### src/rtl/serial_subtractor_pkg.sv
// Shared types and width limits for the bit-serial subtractor.
package serial_sub_pkg;

  typedef enum logic [1:0] {
    IDLE  = 2'd0,
    SHIFT = 2'd1,
    DONE  = 2'd2
  } sub_state_t;

  localparam int SUB_MIN_WIDTH = 2;
  localparam int SUB_MAX_WIDTH = 32;

endpackage

### src/rtl/serial_subtractor_if.sv
// Start/busy/done handshake bundle between the operand source and the subtractor.
// The overflow signal exists only when SERIAL_SUB_SIGNED_EN is defined.
interface serial_subtractor_if #(
  parameter int WIDTH = 8
);

  logic             start;
  logic [WIDTH-1:0] a;
  logic [WIDTH-1:0] b;
  logic             borrow_in;
  logic             busy;
  logic             done;
  logic [WIDTH-1:0] diff;
  logic             borrow_out;
`ifdef SERIAL_SUB_SIGNED_EN
  logic             overflow;
`endif

  modport master (
    output start, a, b, borrow_in,
    input  busy, done, diff, borrow_out
`ifdef SERIAL_SUB_SIGNED_EN
    , input overflow
`endif
  );

  modport slave (
    input  start, a, b, borrow_in,
    output busy, done, diff, borrow_out
`ifdef SERIAL_SUB_SIGNED_EN
    , output overflow
`endif
  );

endinterface

### src/rtl/serial_subtractor_full_subtractor.sv
// Combinational one-bit subtraction slice: diff = a - b - borrow_in.
module full_subtractor (
  input  logic a,
  input  logic b,
  input  logic borrow_in,
  output logic diff,
  output logic borrow_out
);

  assign diff       = a ^ b ^ borrow_in;
  assign borrow_out = (~a & b) | (~(a ^ b) & borrow_in);

endmodule

### src/rtl/serial_subtractor.sv
// Bit-serial WIDTH-bit subtractor (a - b - borrow_in), LSB first, one bit per clock.
// Define SERIAL_SUB_SIGNED_EN to add the signed overflow flag.
module serial_subtractor
  import serial_sub_pkg::*;
#(
  parameter int WIDTH = 8
) (
  input  logic               clk,
  input  logic               rst_n,
  serial_subtractor_if.slave bus
);

  localparam int CW = $clog2(WIDTH);

  if (WIDTH < SUB_MIN_WIDTH || WIDTH > SUB_MAX_WIDTH) begin : g_width_check
    $error("serial_subtractor: WIDTH out of supported range");
  end

  sub_state_t       state;
  sub_state_t       next_state;
  logic [WIDTH-1:0] a_sr;
  logic [WIDTH-1:0] b_sr;
  logic [WIDTH-1:0] diff_r;
  logic [CW-1:0]    cnt;
  logic             borrow_r;
  logic             borrow_out_r;
  logic             bit_d;
  logic             bit_br;
  logic             last_bit;

  full_subtractor u_cell (
    .a          (a_sr[0]),
    .b          (b_sr[0]),
    .borrow_in  (borrow_r),
    .diff       (bit_d),
    .borrow_out (bit_br)
  );

  assign last_bit = (cnt == CW'(WIDTH - 1));

  always_ff @(posedge clk or negedge rst_n) begin
    if (!rst_n) state <= IDLE;
    else        state <= next_state;
  end

  always_comb begin
    next_state = state;
    case (state)
      IDLE:    if (bus.start) next_state = SHIFT;
      SHIFT:   if (last_bit)  next_state = DONE;
      DONE:    next_state = IDLE;
      default: next_state = IDLE;
    endcase
  end

  // The result register fills from the top, so after WIDTH shifts bit 0 lands in diff[0].
  always_ff @(posedge clk or negedge rst_n) begin
    if (!rst_n) begin
      a_sr         <= '0;
      b_sr         <= '0;
      diff_r       <= '0;
      cnt          <= '0;
      borrow_r     <= 1'b0;
      borrow_out_r <= 1'b0;
    end else begin
      case (state)
        IDLE: begin
          if (bus.start) begin
            a_sr         <= bus.a;
            b_sr         <= bus.b;
            borrow_r     <= bus.borrow_in;
            cnt          <= '0;
            diff_r       <= '0;
            borrow_out_r <= 1'b0;
          end
        end
        SHIFT: begin
          a_sr     <= a_sr >> 1;
          b_sr     <= b_sr >> 1;
          diff_r   <= {bit_d, diff_r[WIDTH-1:1]};
          borrow_r <= bit_br;
          if (last_bit) borrow_out_r <= bit_br;
          else          cnt          <= cnt + 1'b1;
        end
        default: ;
      endcase
    end
  end

`ifdef SERIAL_SUB_SIGNED_EN
  logic overflow_r;

  // On the last bit the operand LSBs are the original sign bits and bit_d is the result sign.
  always_ff @(posedge clk or negedge rst_n) begin
    if (!rst_n)                          overflow_r <= 1'b0;
    else if (state == IDLE && bus.start) overflow_r <= 1'b0;
    else if (state == SHIFT && last_bit) overflow_r <= (a_sr[0] ^ b_sr[0]) & (a_sr[0] ^ bit_d);
  end

  assign bus.overflow = overflow_r;
`endif

  assign bus.busy       = (state == SHIFT);
  assign bus.done       = (state == DONE);
  assign bus.diff       = diff_r;
  assign bus.borrow_out = borrow_out_r;

endmodule

### src/flat_wrapper.sv
// flat-port wrapper written by rule: the top's interface ports become plain ports
module serial_subtractor_flat import serial_sub_pkg::*;
#(
  parameter int WIDTH = 8
)
  (clk, rst_n, bus_start, bus_a, bus_b, bus_borrow_in, bus_busy, bus_done, bus_diff, bus_borrow_out);
  serial_subtractor_if #(.WIDTH(WIDTH)) bus_i ();
  input  logic clk;
  input  logic rst_n;
  input wire logic [$bits(bus_i.start)-1:0] bus_start;
  input wire logic [$bits(bus_i.a)-1:0] bus_a;
  input wire logic [$bits(bus_i.b)-1:0] bus_b;
  input wire logic [$bits(bus_i.borrow_in)-1:0] bus_borrow_in;
  output wire logic [$bits(bus_i.busy)-1:0] bus_busy;
  output wire logic [$bits(bus_i.done)-1:0] bus_done;
  output wire logic [$bits(bus_i.diff)-1:0] bus_diff;
  output wire logic [$bits(bus_i.borrow_out)-1:0] bus_borrow_out;
  assign bus_i.start = bus_start;
  assign bus_i.a = bus_a;
  assign bus_i.b = bus_b;
  assign bus_i.borrow_in = bus_borrow_in;
  assign bus_busy = bus_i.busy;
  assign bus_done = bus_i.done;
  assign bus_diff = bus_i.diff;
  assign bus_borrow_out = bus_i.borrow_out;
  serial_subtractor #(.WIDTH(WIDTH)) u_core (.clk(clk), .rst_n(rst_n), .bus(bus_i));
endmodule
### config.mk
export PLATFORM = sky130hd
export DESIGN_NAME = serial_subtractor_flat
export DESIGN_NICKNAME = d
export VERILOG_FILES = /design/src/rtl/serial_subtractor_pkg.sv /design/src/rtl/serial_subtractor_if.sv /design/src/rtl/serial_subtractor_full_subtractor.sv /design/src/rtl/serial_subtractor.sv /design/src/flat_wrapper.sv
export SDC_FILE = /design/constraint.sdc
export NUM_CORES = 1
export LEC_CHECK = 0
export ABC_AREA = 1
export CORE_MARGIN = 4
export CORE_UTILIZATION = 30
export DETAILED_ROUTE_END_ITERATION = 6
export DONT_BUFFER_PORTS = 1
export HOLD_SLACK_MARGIN = 0.12
export MAX_ROUTING_LAYER = met4
export SETUP_SLACK_MARGIN = 0.4
export SLEW_MARGIN = 20
export SYNTH_ARGS = -nofsm -noshare
export SYNTH_HDL_FRONTEND = slang
export SYNTH_HIERARCHICAL = 1
export SYNTH_SLANG_ARGS = --single-unit
### constraint.sdc
create_clock -name clk -period 1.2 [get_ports clk]
set_input_delay 0.24 -clock clk [delete_from_list [all_inputs] [get_ports clk]]
set_output_delay 0.24 -clock clk [all_outputs]
set_load 0.1 [all_outputs]
Word-level counts from Yosys, hierarchy flattened

Index checks and enable logic that the tools add are counted.

Memories kept: 0
Bits in writable memories: 0
Bits in read-only memories: 0
Input port bits: 20
Flip-flop bits (word level): 31
Bits in latches: 0
Output and inout port bits: 11
Logic and storage cells: 44

Equal/unequal tests: 6
$mul: 0
Bitwise operators: 7
$add $sub $neg: 1
Magnitude comparators: 0
Mux-type cells: 17
Div/mod/pow operators: 0
Shift operators: 0
Reductions and logical operators: 6

Operators with widths:

| operator                                             | count |
|---|---|
| case mux 8 bit (2 select lines)                      | 3 |
| two-way mux 8 bit                                    | 3 |
| two-way mux 3 bit                                    | 2 |
| case mux 3 bit (2 select lines)                      | 1 |
| AND reduction 3 bit                                  | 2 |
| two-way mux 2 bit                                    | 2 |
| != test 2 bit (second input constant)                | 2 |
| case mux 1 bit (2 select lines)                      | 2 |
| case mux 2 bit (2 select lines)                      | 1 |
| AND reduction 2 bit                                  | 2 |
| adder 3 x 1 -> 3 bit (second input constant)         | 1 |
| equality test 3 bit (second input constant)          | 1 |
| two-way mux 1 bit                                    | 3 |
| bitwise AND 1 bit                                    | 2 |
| equality test 2 x 1 -> 1 bit (second input constant) | 1 |
| equality test 2 bit (second input constant)          | 1 |
| zero test 2 bit                                      | 1 |
| != test 2 x 1 -> 1 bit (second input constant)       | 1 |
| NOT 1 bit                                            | 2 |
| nonzero test 2 bit                                   | 1 |
| bitwise XOR 1 bit                                    | 2 |
| OR 1 bit                                             | 1 |

Longest topological paths before layout

Depth in word-level cells: 6
Depth in mapped cells: 7
Gate-level depth less buffers: 7

Hierarchy

Netlist, hierarchy kept.

By module, submodules not included:

| module            | sequential area each (µm²) | cells an instance | instances | area an instance (µm²) |
|---|---|---|---|---|
| serial_subtractor | 775.7                      | 191               | 1         | 1507.7 |
| full_subtractor   | 0.0                        | 4                 | 1         | 31.3 |

Worst setup path after synthesis

OpenSTA, ideal clock, no wires.

Kind: reg-to-output
Start point: reg u_core.state[1]
End point: out bus_done
Arrival: 1883 ps
Data required time: 960 ps
Stages on the path, launching flop included: 4
Slack: -923 ps
Buffers on the path: 1
Cells stage by stage: dfrtp_1 inv_2 buf_2 nor2_1

Word-level cells in the longest chain between the ends: 1

RTL lines:

| what                     | line                     | text |
|---|---|---|
| start: declaration       | serial_subtractor.sv:19  | `sub_state_t state;` |
| start signal: assignment | serial_subtractor.sv:43  | `else state <= next_state;` |
| equality test 2 bit      | serial_subtractor.sv:104 | `assign bus.done = (state == DONE);` |
| end: declaration         | flat_wrapper.sv:15       | `output wire logic [$bits(bus_i.done)-1:0] bus_done;` |

Every way passes these cells.

Worst setup path after layout

Start point: reg u_core.state[1]
End point: reg u_core.b_sr[1]

Word-level cells in the longest chain between the ends: 3
Elaborated cells on any way between the ends: 6
Classes of those cells: eq/ne: 2; mux: 1; reduce/logical: 3

RTL lines:

| what                                                                 | line                    | text |
|---|---|---|
| equality test 2 x 1 -> 1 bit or zero test 2 bit (tied branches)      | serial_subtractor.sv:66 | `case (state)` |
| nonzero test 2 bit (no source line) or != test 2 bit (tied branches) | -                       |  |
| AND reduction 2 bit (no source line)                                 | -                       |  |
| end signal: assignment                                               | serial_subtractor.sv:70 | `b_sr <= bus.b;` |
| end signal: assignment                                               | serial_subtractor.sv:79 | `b_sr <= b_sr >> 1;` |
| end: declaration                                                     | serial_subtractor.sv:22 | `logic [WIDTH-1:0] b_sr;` |

Parallel ways exist; a longest one is shown, timed or not.
A chain may end at the register's enable or synchronous reset.

==> key figures <==
Worst setup path
  • Most used cell along the critical path: buf_6
  • Crit Path Category: reg2reg
  • WP data required: 1.37 ns
  • Max stage delay on crit path: 0.41 ns
  • Worst endpoint data arrival time: 1.57 ns
  • CP Capture Type: register
  • Worst-path cell chain: inv_2 > buf_6 > buf_8 > nand2_8 > buf_6 > buf_6 > nand2_1 > nand2_2 > nand2_4 > nand2_2
  • CP max-delay cell: dfrtp_1
  • R2R Setup Slk: -0.21 ns
  • Startpoint Class: register
  • Critical path fanouts, max: 6

GRT
  • Pin count of the biggest net entering global routing: 32
  • Global-route wire length before repair: 7286 um
  • Tot GR Track Use: 15.58%
  • Total grt overflow: 0
  • Antenna violations before repair: 0
  • Number of global-route vias before repair: 1479

Finish
  • Share of layout cells above drive strength 1: 49.14%
  • Final nets: 255
  • Area Growth Syn to Fin: 62.68%
  • Post-Route Utilization: 51.64%
  • Ant diodes: 0
  • Non-filler cells, final: 299

Placed design
  • Routability cong.: 0.7333
  • Cell Count Post-Placement: 264
  • Port bufs: 0
  • Detail Placement HPWL: 2341 um
  • Pre-CTS setup slack: 0.03626 ns

Power and ir drop
  • Pleak: 0.001184 uW
  • Int Pwr: 3949 uW
  • Power per Cell Area: 3013 mW/mm^2
  • Switching part of the total: 47.64%
  • Clock power frac: 11.8%
  • Total Power: 7543 uW
  • Sequential power share: 37.5%
  • Net switching power: 3594 uW
  • Logic pwr share: 50.7%
  • IR drop worst, VDD: 0.001216 V

Clock network
  • Clk root buf: clkbuf_8
  • CTS Hold Buffers Added: 2
  • Clk sink count: 31
  • Clock latency on the worst-skew pair: 0.28 ns
  • CTS tree: built
  • H-Tree Depth: 2
  • Clock buffer depth: 2
  • Num CTS Buffers: 5
  • Clk slew on worst S/H paths: 0.06 ns

Yosys
  • Ys Warns: 6
  • Synth Net Count: 219
  • Post-Synth Adder-Cell Area: 3.740%
  • Cells after Synth: 195
  • Synth Area in Compound Gates: 0.6504%
  • Multiplexer share of the synthesized area: 0%
  • Mapped cell area: 0.001539 sq mm
  • Yosys cell types: 14
  • Register area share after synthesis: 50.41%
  • Seq cells post-synth: 31
  • Synth Area in XOR/XNOR: 0%
  • Post-synthesis simple-gate area fraction: 38.94%
  • Combinational family with the most area after synthesis: simple AND/OR/NAND/NOR gates
  • Syn avg cell area: 7.892 sq um

Drt
  • DRT Wirelength: 4517 um
  • Final ANT Viol Nets: 0
  • Drt pass-1 iters: 4
  • WL/cell: 15.11 um
  • Vias: 1451
  • Initial DRC count: 42
  • DRC: 0
  • Via density: 4.853

Timing
  • Slew @ Worst Pin: 0.3266 ns
  • Setup ws final: -0.2060 ns
  • Worst clock skew: 0.003562 ns
  • Final Slew Violations: 0
  • RSZ-0062 raised after global routing: yes
  • Final Hold Viols: 31
  • WHS: -0.3472 ns
  • Setup-failing EPs final: 33
  • Period utilization: 117.2%
  • Final critical-path required period: 1.406 ns
  • Worst rel slew slack: 78.23%
  • Peak Freq: 711.2 MHz

Floorplanning
  • Full die area: 0.006340 sq mm
  • Number of placed I/O pins: 31
  • Initial Util: 31.74%
  • Core Region: 0.004848 sq mm
  • Die H: 79.63 um
  • Die Span X: 79.63 um
  • Row count: 25

Outcome
  • Status: finished, violations left
  • Violated checks: hold timing, setup timing

Hold path
  • Hold Crit Class: in2async

Flow run
  • Max-Cap Viols: 0
cells in the final DEF, fill, tap and decap left out, types with 3 or more instances in the layout:
cell | netlist | routed
clkbuf_8 | 0 | 7
buf_12 | 0 | 3
nand2_2 | 3 | 19
nand2_1 | 83 | 62
buf_16 | 0 | 5
inv_2 | 2 | 5
buf_6 | 0 | 17
nand2_8 | 0 | 4
buf_4 | 3 | 8
inv_1 | 7 | 3
buf_8 | 0 | 4
nand3_1 | 45 | 22
dfrtp_4 | 0 | 9
nand3_2 | 0 | 22
dfrtp_1 | 31 | 22
nand4_1 | 4 | 4
power by group through the flow:
stage	logic, uW	registers [uW]	clock network (uW)
finish	3830	2830	886
global route	4170	2890	985
CTS	3460	2800	922
detailed placement	2180	2790	0
global placement	2150	2780	0
floorplan	1670	2720	0
final cells by class:
class	instances	area [sq um]
flip-flops and latches	31	809.5
well taps	67	83.83
inverters	9	36.28
repair buffers	39	529.3
multi-input cells	145	944.7
clock buffers	8	100.1
fillers	417	2345
sequential cells by signal, summed over array words and instances, names as in the netlist:
| signal | count |
|---|---|
| u_core/bus.borrow_out | 1 |
| u_core/b_sr | 8 |
| u_core/borrow_r | 1 |
| u_core/bus.diff | 8 |
| u_core/cnt | 3 |
| u_core/a_sr | 8 |
| u_core/state | 2 |
cells by family (layout without fill, tap and decap cells):
group | after synthesis | after routing
buf+inv | 20 | 56
flops | 31 | 31
fa+ha+maj | 4 | 4
simple gates | 138 | 139
compound gates | 2 | 2
path summary, 6_finish.rpt:
path	to	from	depth (start not counted)
setup / recovery	u_core/b_sr[1]	u_core/state[1]	10
hold / removal	u_core/a_sr[5]	rst_n	0
setup reg to reg	u_core/b_sr[1]	u_core/state[1]	10
hold reg to reg	u_core/a_sr[4]	u_core/a_sr[4]	2
max in group asynchronous	u_core/bus.borrow_out	rst_n	0
min in group clk	u_core/a_sr[3]	bus_a[3]	4
cells in the mapped netlist (all sizes together):
master / n / area [sq um]
fa: 1 / 20.02
nand3: 45 / 225.2
ha: 3 / 37.54
buf: 11 / 62.56
dfrtp: 31 / 775.7
nand2: 86 / 330.3
inv: 9 / 33.79
nand4: 4 / 25.02
o21ai: 2 / 10.01
nor2: 3 / 18.77
per-stage QoR:
stage	cell area, sq um	setup TNS [ns]
5_1_grt	2504	-6.022
4_1_cts	2387	-3.088
3_3_place_gp	1759	0
3_5_place_dp	1759	0
6_report	2504	-4.339
2_1_floorplan	1609	-1.545
routing by layer:
| metal | track usage (%) | up-vias | part of all wire (%) |
|---|---|---|---|
| met5 | - | - | 0 |
| met4 | 6.357 | 0 | 2.1 |
| met3 | 3.950 | 8 | 6.0 |
| met2 | 26.21 | 43 | 51 |
| met1 | 17.65 | 698 | 41 |
| li1 | - | 702 | - |
worst max-delay path, delay by kind of cell, from the launching register on:
family / cells / cell delay, ns
flops: 1 / 0.41
buf+inv: 5 / 0.55
simple gates: 5 / 0.34
timing repair:
item / in CTS / in global routing
setup endpoints to repair: 42 / 42
pin swaps: 14 / 27
gates cloned: 6 / 0
buffers inserted: 17 / 2
hold endpoints to repair: 33 / 31
gates resized for setup: 53 / 33
No activity file was read; power rests on OpenSTA's default activity.
